===== config.mk =====
export PLATFORM = sky130hd
export DESIGN_NAME = muldiv_ctrl
export DESIGN_NICKNAME = d
export VERILOG_FILES = /design/src/rtl/muldiv_ctrl.sv
export SDC_FILE = /design/constraint.sdc
export NUM_CORES = 1
export LEC_CHECK = 0
export ABC_AREA = 1
export BUFFER_PORTS_ARGS = -buffer_cell sky130_fd_sc_hd__buf_2
export CAP_MARGIN = 40
export CORE_UTILIZATION = 51
export DETAILED_ROUTE_END_ITERATION = 8
export PLACE_DENSITY = 0.74
export SLEW_MARGIN = 20
export SYNTH_ARGS = -nofsm -noshare
export SYNTH_HDL_FRONTEND = slang
export SYNTH_SLANG_ARGS = --single-unit

===== constraint.sdc =====
create_clock -name clock -period 7.6 [get_ports clock]
set_input_delay 0.38 -clock clock [delete_from_list [all_inputs] [get_ports clock]]
set_output_delay 0.38 -clock clock [all_outputs]
set_load 0.1 [all_outputs]

===== src/rtl/muldiv_ctrl.sv =====
// MUL/DIV execute sequencer. It drives an external Booth multiplier and has its own restoring divider.
// Optional build macro MULDIV_ABORT_EN adds an abort input that cancels an operation in flight.
module muldiv_ctrl #(
    parameter int unsigned MUL_CYCLES = 2
) (
    input  logic        clock,
    input  logic        clear,
    input  logic        start,
    input  logic [1:0]  op,
    input  logic [31:0] a,
    input  logic [31:0] b,
    output logic [31:0] mul_m,
    output logic [31:0] mul_q,
    input  logic [63:0] mul_p,
`ifdef MULDIV_ABORT_EN
    input  logic        abort,
`endif
    output logic        busy,
    output logic        done,
    output logic [31:0] hi,
    output logic [31:0] lo,
    output logic        div_by_zero
);

    typedef enum logic [1:0] {
        IDLE     = 2'd0,
        MUL_WAIT = 2'd1,
        DIV_RUN  = 2'd2,
        DONE     = 2'd3
    } state_t;

    state_t      state_reg, state_next;
    logic [3:0]  cnt_reg;
    logic [5:0]  bit_cnt_reg;
    logic [31:0] rem_reg, quo_reg, dvsr_reg;
    logic        sign_q_reg, sign_r_reg;

    logic        abort_hit;
    logic        accept, accept_mul, accept_div, div_zero;
    logic        mul_capture, div_step, div_finish;
    logic [31:0] a_mag, b_mag;
    logic [32:0] shifted, diff;

`ifdef MULDIV_ABORT_EN
    assign abort_hit = abort;
`else
    assign abort_hit = 1'b0;
`endif

    assign accept     = start && !op[1] && (state_reg == IDLE || state_reg == DONE);
    assign accept_mul = accept && !op[0];
    assign accept_div = accept &&  op[0];
    assign div_zero   = (b == 32'd0);

    assign a_mag = a[31] ? (~a + 32'd1) : a;
    assign b_mag = b[31] ? (~b + 32'd1) : b;

    // 33-bit trial subtract; bit 32 set means the partial remainder is below the divisor
    assign shifted = {rem_reg, quo_reg[31]};
    assign diff    = shifted - {1'b0, dvsr_reg};

    always_ff @(posedge clock or posedge clear) begin
        if (clear) begin
            state_reg <= IDLE;
        end else begin
            state_reg <= state_next;
        end
    end

    always_comb begin
        state_next  = state_reg;
        mul_capture = 1'b0;
        div_step    = 1'b0;
        div_finish  = 1'b0;
        case (state_reg)
            IDLE, DONE: begin
                state_next = IDLE;
                if (accept_mul) begin
                    state_next = MUL_WAIT;
                end else if (accept_div) begin
                    state_next = div_zero ? DONE : DIV_RUN;
                end
            end
            MUL_WAIT: begin
                if (abort_hit) begin
                    state_next = IDLE;
                end else if (cnt_reg == 4'd0) begin
                    mul_capture = 1'b1;
                    state_next  = DONE;
                end
            end
            DIV_RUN: begin
                if (abort_hit) begin
                    state_next = IDLE;
                end else if (bit_cnt_reg == 6'd0) begin
                    div_finish = 1'b1;
                    state_next = DONE;
                end else begin
                    div_step = 1'b1;
                end
            end
            default: state_next = IDLE;
        endcase
    end

    always_ff @(posedge clock or posedge clear) begin
        if (clear) begin
            mul_m       <= 32'd0;
            mul_q       <= 32'd0;
            hi          <= 32'd0;
            lo          <= 32'd0;
            div_by_zero <= 1'b0;
            cnt_reg     <= 4'd0;
            bit_cnt_reg <= 6'd0;
            rem_reg     <= 32'd0;
            quo_reg     <= 32'd0;
            dvsr_reg    <= 32'd0;
            sign_q_reg  <= 1'b0;
            sign_r_reg  <= 1'b0;
        end else begin
            if (accept_mul) begin
                mul_m   <= a;
                mul_q   <= b;
                cnt_reg <= 4'(MUL_CYCLES - 1);
            end else if (state_reg == MUL_WAIT && !abort_hit && cnt_reg != 4'd0) begin
                cnt_reg <= cnt_reg - 4'd1;
            end

            if (accept_div && div_zero) begin
                lo          <= 32'hFFFF_FFFF;
                hi          <= a;
                div_by_zero <= 1'b1;
            end else if (accept_div) begin
                rem_reg     <= 32'd0;
                quo_reg     <= a_mag;
                dvsr_reg    <= b_mag;
                sign_q_reg  <= a[31] ^ b[31];
                sign_r_reg  <= a[31];
                bit_cnt_reg <= 6'd32;
            end

            if (div_step) begin
                rem_reg     <= diff[32] ? shifted[31:0] : diff[31:0];
                quo_reg     <= {quo_reg[30:0], ~diff[32]};
                bit_cnt_reg <= bit_cnt_reg - 6'd1;
            end

            if (mul_capture) begin
                hi          <= mul_p[63:32];
                lo          <= mul_p[31:0];
                div_by_zero <= 1'b0;
            end else if (div_finish) begin
                lo          <= sign_q_reg ? (~quo_reg + 32'd1) : quo_reg;
                hi          <= sign_r_reg ? (~rem_reg + 32'd1) : rem_reg;
                div_by_zero <= 1'b0;
            end
        end
    end

    assign busy = (state_reg == MUL_WAIT) || (state_reg == DIV_RUN);
    assign done = (state_reg == DONE);

endmodule


After elaboration in Yosys (flattened, before gate mapping)
Index checks and enable logic that the tools add are counted.
{ "totals": {"elab_cells": 92, "input_bits": 133, "out_inout_bits": 131, "register_bits": 239} }
{ "op_classes": {"muxes": 37, "add_sub_neg": 7, "eq_ne": 6, "n_bitwise": 7, "reduce_logical": 22} }
{ "ops": {"columns": ["cell", "n"], "rows": [
  ["two-way mux 32 bit", 17],
  ["adder 32 x 1 -> 32 bit (second input constant)", 4],
  ["inverter 32 bit", 4],
  ["subtractor 33 x 32 -> 33 bit", 1],
  ["logical NOT 32 bit", 1],
  ["two-way mux 6 bit", 3],
  ["two-way mux 1 bit", 10],
  ["two-way mux 2 bit", 4],
  ["two-way mux 4 bit", 2],
  ["logical AND 1 bit", 6],
  ["logical NOT 6 bit", 1],
  ["inequality test 2 bit (second input constant)", 3],
  ["case mux 2 bit (3 select lines)", 1],
  ["AND reduction 2 bit", 3],
  ["subtractor 6 x 1 -> 6 bit (second input constant)", 1],
  ["== test 2 bit (second input constant)", 2],
  ["logical NOT 4 bit", 1],
  ["nonzero test 2 bit", 2],
  ["nonzero test 4 bit", 1],
  ["subtractor 4 x 1 -> 4 bit (second input constant)", 1],
  ["nonzero test 3 bit", 1],
  ["== test 2 x 1 -> 1 bit (second input constant)", 1],
  ["logical NOT 1 bit", 2],
  ["logical NOT 2 bit", 1],
  ["4 further kinds", 6]
]} }

Logic depth before layout (Yosys ltp)
{ "logic_depth": {"ltp_word": 8, "ltp_mapped": 18, "mapped_depth_nobuf": 17} }

Least setup slack after synthesis
Ideal clock, no wire load.
{ "synth_path": {"path_type": "register -> register", "from": "register state_reg[0]", "to": "register lo[7]", "n_path_buf": 1, "t_required_ns": 7.487, "t_arrival_ns": 2.282, "stages_incl_launch_ff": 13, "setup_ns": 0.113, "synth_period_minus_slack_ns": 2.395, "setup_slack_ns": 5.205, "path_cell_list": "dfrtp_1 -> inv_1 -> ha_1 -> inv_1 -> nor3_1 -> nand2_1 -> inv_1 -> nand2_1 -> nand2_2 -> buf_6 -> or2_2 -> nand2_1 -> inv_1"} }
{ "synth_via": {"elab_chain_cells": 6, "word_cells_on_any_way": 13, "classes_between": "eq/ne: 3; mux: 4; reduce/logical: 6"} }
{ "synth_rtl": {"columns": ["item", "line_no", "source"], "rows": [
  ["start, declared", "32", "state_t state_reg, state_next;"],
  ["start signal, assigned", "66", "state_reg <= state_next;"],
  ["== test 2 bit / logical NOT 2 bit (equally long branches)", "50", "assign accept = start && !op[1] && (state_reg == IDLE || state_reg == DONE);"],
  ["logical OR 1 bit", "50", null],
  ["logical AND 1 bit", "50", null],
  ["logical AND 1 bit", "52", "assign accept_div = accept && op[0];"],
  ["logical AND 1 bit", "129", "if (accept_div && div_zero) begin"],
  ["nonzero test 3 bit (no line)", null, null],
  ["end signal, assigned", "150", "lo <= mul_p[31:0];"],
  ["end signal, assigned", "153", "lo <= sign_q_reg ? (~quo_reg + 32'd1) : quo_reg;"],
  ["end, declared", "21", "output logic [31:0] lo,"]
]} }
Parallel ways exist; a longest one is shown, timed or not.
A chain may end at the register's enable or synchronous reset.

Worst setup path after layout
{ "layout_path": {"from": "register bit_cnt_reg[0]", "to": "register hi[3]"} }
{ "layout_via": {"elab_chain_cells": 5, "word_cells_on_any_way": 6, "classes_between": "mux: 4; reduce/logical: 2"} }
{ "layout_rtl": {"columns": ["item", "line_no", "source"], "rows": [
  ["start, declared", "34", "logic [5:0] bit_cnt_reg;"],
  ["start signal, assigned", "145", "bit_cnt_reg <= bit_cnt_reg - 6'd1;"],
  ["logical NOT 6 bit *", "95", "end else if (bit_cnt_reg == 6'd0) begin"],
  ["two-way mux 1 bit *", "95", null],
  ["two-way mux 1 bit *", "75", "case (state_reg)"],
  ["two-way mux 32 bit", "152", "end else if (div_finish) begin"],
  ["two-way mux 32 bit", "148", "if (mul_capture) begin"],
  ["end signal, assigned", "149", "hi <= mul_p[63:32];"],
  ["end signal, assigned", "154", "hi <= sign_r_reg ? (~rem_reg + 32'd1) : rem_reg;"],
  ["end, declared", "20", "output logic [31:0] hi,"]
]} }
Every way passes the cells marked *; elsewhere a longest branch is shown, timed or not.

==> Implementation_results.wiki <==
{| class="wikitable"
! Metric !! Value
|-
| Share of flip-flops with an asynchronous set or reset || 100.0%
|-
| Average vias per placed instance || about 5.6
|-
| Floorplan die width || 183.0 um
|-
| Clock tree root driver cell || sky130_fd_sc_hd__clkbuf_16
|-
| Category of the critical setup timing path || reg2reg
|-
| Layout cells sized above 1 || ~14%
|-
| Routed Wire Length || 61.05 mm
|-
| Max frequency || 297.3 MHz
|-
| Register clock-pin slew on the reported worst setup and hold paths || 0.06 ns
|-
| Ports || roughly 260
|-
| Met2 routed WL || approximately 27 mm
|-
| Worst Tran Pin Value || 0.8103 ns
|-
| Area growth from synthesis to layout || 15.42%
|-
| Sum Neg Setup Slack || 0 ns
|-
| Maximum level of the CTS H-tree || 1
|-
| Final #Nets || approximately 2.9k
|-
| Core Footprint || 0.03188 sq mm
|-
| Post-CTS setup repair buffer count || 0
|-
| Num CTS Buffers || 28
|-
| Reg2Reg Launch Point || bit_cnt_reg[0]
|-
| Critical Path End Type || flip-flop
|-
| Pre-antenna DRT Iters || 5
|-
| DR vias || ~18k
|-
| Antenna-violating nets left || 0
|-
| Cell area after placement || ~0.018 sq mm
|-
| Worst r2r path cells || 13
|-
| RSZ-0062 raised after global routing || false
|-
| Routability congestion estimate from global placement || 0.9940
|-
| Crit path capture || hi[3]
|-
| Vertical extent of the die || 183.0 um
|-
| Relative max-transition margin || between 40% and 50%
|-
| Hold slack || between 0.09 and 0.1 ns
|-
| Via count of the first global-routing pass || approximately 17k
|-
| Number of diodes added for antenna fixing || 0
|-
| Detail Route met3 WL || 6.046 mm
|-
| Fraction of the cycle the final worst path needs || around 44%
|-
| Max Cap Viol || 0
|-
| Routed wirelength normalized by instance count || 19.10 um
|-
| Critical path arrival || 3.81 ns
|-
| Source-to-sink clock delay at the later pin of the worst-skew pair || between 0.5 and 0.6 ns
|-
| Routed met1 length || 26.03 mm
|-
| Crit path time final || between 3 and 4 ns
|-
| Capturing point of the worst reg2reg path || hi[3]
|-
| Post-Syn Area per Cell || 6.617 sq um
|-
| Worst Path Required || ~8 ns
|-
| Number of antenna violations at the first check in global routing || 1
|-
| Clock buffer depth || 3
|-
| Number of instances in the synthesized netlist || 2524
|-
| Share of Yosys cell area claimed by the top area cell type || a little over a third
|-
| Die Footprint || around 0.033 sq mm
|-
| Largest area contributor in the synthesized netlist || sky130_fd_sc_hd__dfrtp_1
|-
| Clock tree from TritonCTS || done
|-
| Yosys cell types || 49
|-
| Final hold viol count || 0
|-
| Topmost layer with routed signal wires || met5
|-
| Overall fraction of global-route tracks in use || between 30% and 40%
|-
| Number of cells traversed by the worst hold path || 3
|-
| Launching element type of the critical path || flip-flop
|-
| Synth top area cells || sky130_fd_sc_hd__dfrtp_1 36%, sky130_fd_sc_hd__nand2_1 19%, sky130_fd_sc_hd__nand3_1 7.9%, sky130_fd_sc_hd__inv_1 7.3%, sky130_fd_sc_hd__nor2_1 4.9%
|-
| Clk sink count || ~240
|-
| Number of rows created at floorplan || 65
|-
| Effective utilization at floorplan || between 50% and 60%
|-
| Number of synthesized flops with an enable pin || 0
|-
| Internal reg-to-reg setup slack || approximately 4.2 ns
|-
| Wire length of the first global-routing pass || ~95 mm
|-
| Total of buffers placed on input and output ports || ~260
|-
| Most common library cell in the layout ignoring fill and taps || sky130_fd_sc_hd__nand2_1
|-
| Status || finished clean
|-
| Syn nets || approximately 2.7k
|-
| Violation count after the first detailed-route iteration || approximately 1.6k
|-
| Worst hold-check path type || in2reg
|-
| Filler cell count in the final layout || 3045
|-
| Launch point of the worst path || bit_cnt_reg[0]
|-
| Global-route congestion overflow total || 0
|-
| Top library cells by usage in the layout, fill and taps aside || 829 x sky130_fd_sc_hd__nand2_1, 324 x sky130_fd_sc_hd__inv_1, 264 x sky130_fd_sc_hd__nand3_1
|-
| Max-slew violation total from the final report || 0
|-
| Post-synthesis register bit count || approximately 240
|-
| Yosys warning count || 0
|-
| Summed area of non-filler cells in the final layout || between 0.015 and 0.02 sq mm
|-
| Top flip-flop cell by instance count after synthesis || sky130_fd_sc_hd__dfrtp_1
|-
| Pin count of the biggest net entering global routing || ~110
|-
| Setup Skew || ~0.013 ns
|-
| Post-synthesis sequential area ratio || a little over a third
|-
| Cell Area, Synth || 0.01670 sq mm
|-
| Endpoints failing setup || 0
|-
| Half-perimeter wire length after detailed placement || roughly 48 mm
|-
| DRC violation count after routing || 0
|-
| Worst Path Max Fanout || between 40 and 50
|}
-- routing by layer --
metal | global-route usage, % | vias up
li1 | - | 8527
met1 | 50.86 | 8244
met2 | 56.59 | 911
met3 | 6.672 | 135
met4 | 14.00 | 2
met5 | 0 | -
-- cell usage after synthesis (4+ instances only) --
cell and number:
sky130_fd_sc_hd__nand2_1 829, sky130_fd_sc_hd__inv_1 326, sky130_fd_sc_hd__nand3_1 265, sky130_fd_sc_hd__dfrtp_1 239, sky130_fd_sc_hd__nor2_1 220, sky130_fd_sc_hd__o21ai_0 146, sky130_fd_sc_hd__a21oi_1 47, sky130_fd_sc_hd__clkbuf_1 44
sky130_fd_sc_hd__ha_1 43, sky130_fd_sc_hd__xor2_1 41, sky130_fd_sc_hd__o22ai_1 40, sky130_fd_sc_hd__o211ai_1 31, sky130_fd_sc_hd__nand4_1 28, sky130_fd_sc_hd__nor3_1 28, sky130_fd_sc_hd__nand3b_1 27, sky130_fd_sc_hd__nand2_2 18
sky130_fd_sc_hd__buf_2 17, sky130_fd_sc_hd__inv_2 16, sky130_fd_sc_hd__buf_4 14, sky130_fd_sc_hd__o21ai_1 11, sky130_fd_sc_hd__a31oi_1 9, sky130_fd_sc_hd__xnor2_1 9, sky130_fd_sc_hd__buf_1 8, sky130_fd_sc_hd__or2_2 8
sky130_fd_sc_hd__o31ai_1 7, sky130_fd_sc_hd__buf_6 6, sky130_fd_sc_hd__o221ai_1 6, sky130_fd_sc_hd__a211oi_1 4, sky130_fd_sc_hd__nor2_2 4, sky130_fd_sc_hd__nor4_1 4
-- area by class of cell --
type,count,area (sq um),share of cell area (%)
Timing Repair Buffer,282,1562,8.101
Inverter,344,1300,6.744
Clock buffer,38,819.5,4.252
Sequential cell,239,5981,31.03
Multi-Input combinational cell,1851,8971,46.54
Tap cell,435,544.3,2.824
Clock inverter,8,98.84,0.5128
-- critical path: stages (launching register included) --
cell                      delay [ns]
sky130_fd_sc_hd__dfrtp_1        0.39
sky130_fd_sc_hd__inv_1          0.14
sky130_fd_sc_hd__ha_1           0.17
sky130_fd_sc_hd__nand4_1        0.12
sky130_fd_sc_hd__nor2_1         0.39
sky130_fd_sc_hd__inv_1          0.08
sky130_fd_sc_hd__nand2_1        0.07
sky130_fd_sc_hd__buf_4          0.37
sky130_fd_sc_hd__inv_1          0.19
sky130_fd_sc_hd__nand2_2        0.10
sky130_fd_sc_hd__buf_4          0.44
sky130_fd_sc_hd__inv_2          0.24
sky130_fd_sc_hd__buf_12         0.23
sky130_fd_sc_hd__o31ai_1        0.25
-- timing repair --
action	CTS	global route
setup endpoints to repair	0	0
hold buffers	1	0
resized for setup	0	0
endpoints found under the hold margin	6	0
-- cells by family (layout without fill, tap and decap cells) --
logic type                 count (synthesis)  after routing  synth area share, %
and+or+nand+nor                         1448           1448                37.08
buffers and inverters                    434            672                10.56
AOI/OAI and AO/OA                        309            309                10.58
DFF                                      239            239                35.81
xor gates and xnor gates                  50             50                2.622
adders and majority gates                 44             44                3.341
-- worst min path at each step --
stage / endpoint / slack, ns / from
floorplan: cnt_reg[3] / 0.43 / cnt_reg[3]
global placement: cnt_reg[3] / 0.45 / cnt_reg[3]
detailed placement: mul_m[8] / 0.46 / mul_m[8]
CTS: lo[15] / 0.08 / mul_p[15]
global route: lo[23] / 0.11 / mul_p[23]
finish: lo[15] / 0.1 / mul_p[15]
-- metrics by stage --
stage / setup WS (ns) / instances / util, %
finish: 4.236 / 3197 / 60.46
global route: 3.982 / 3197 / 60.46
CTS: 4.358 / 3195 / 60.29
detailed placement: 4.293 / 3148 / 57.38
global placement: 4.140 / 3144 / 57.10
floorplan: 0.6602 / 2524 / -
Power is not shown: default switching activity piles up to over one toggle a cycle in this logic, so the estimate is an artifact.
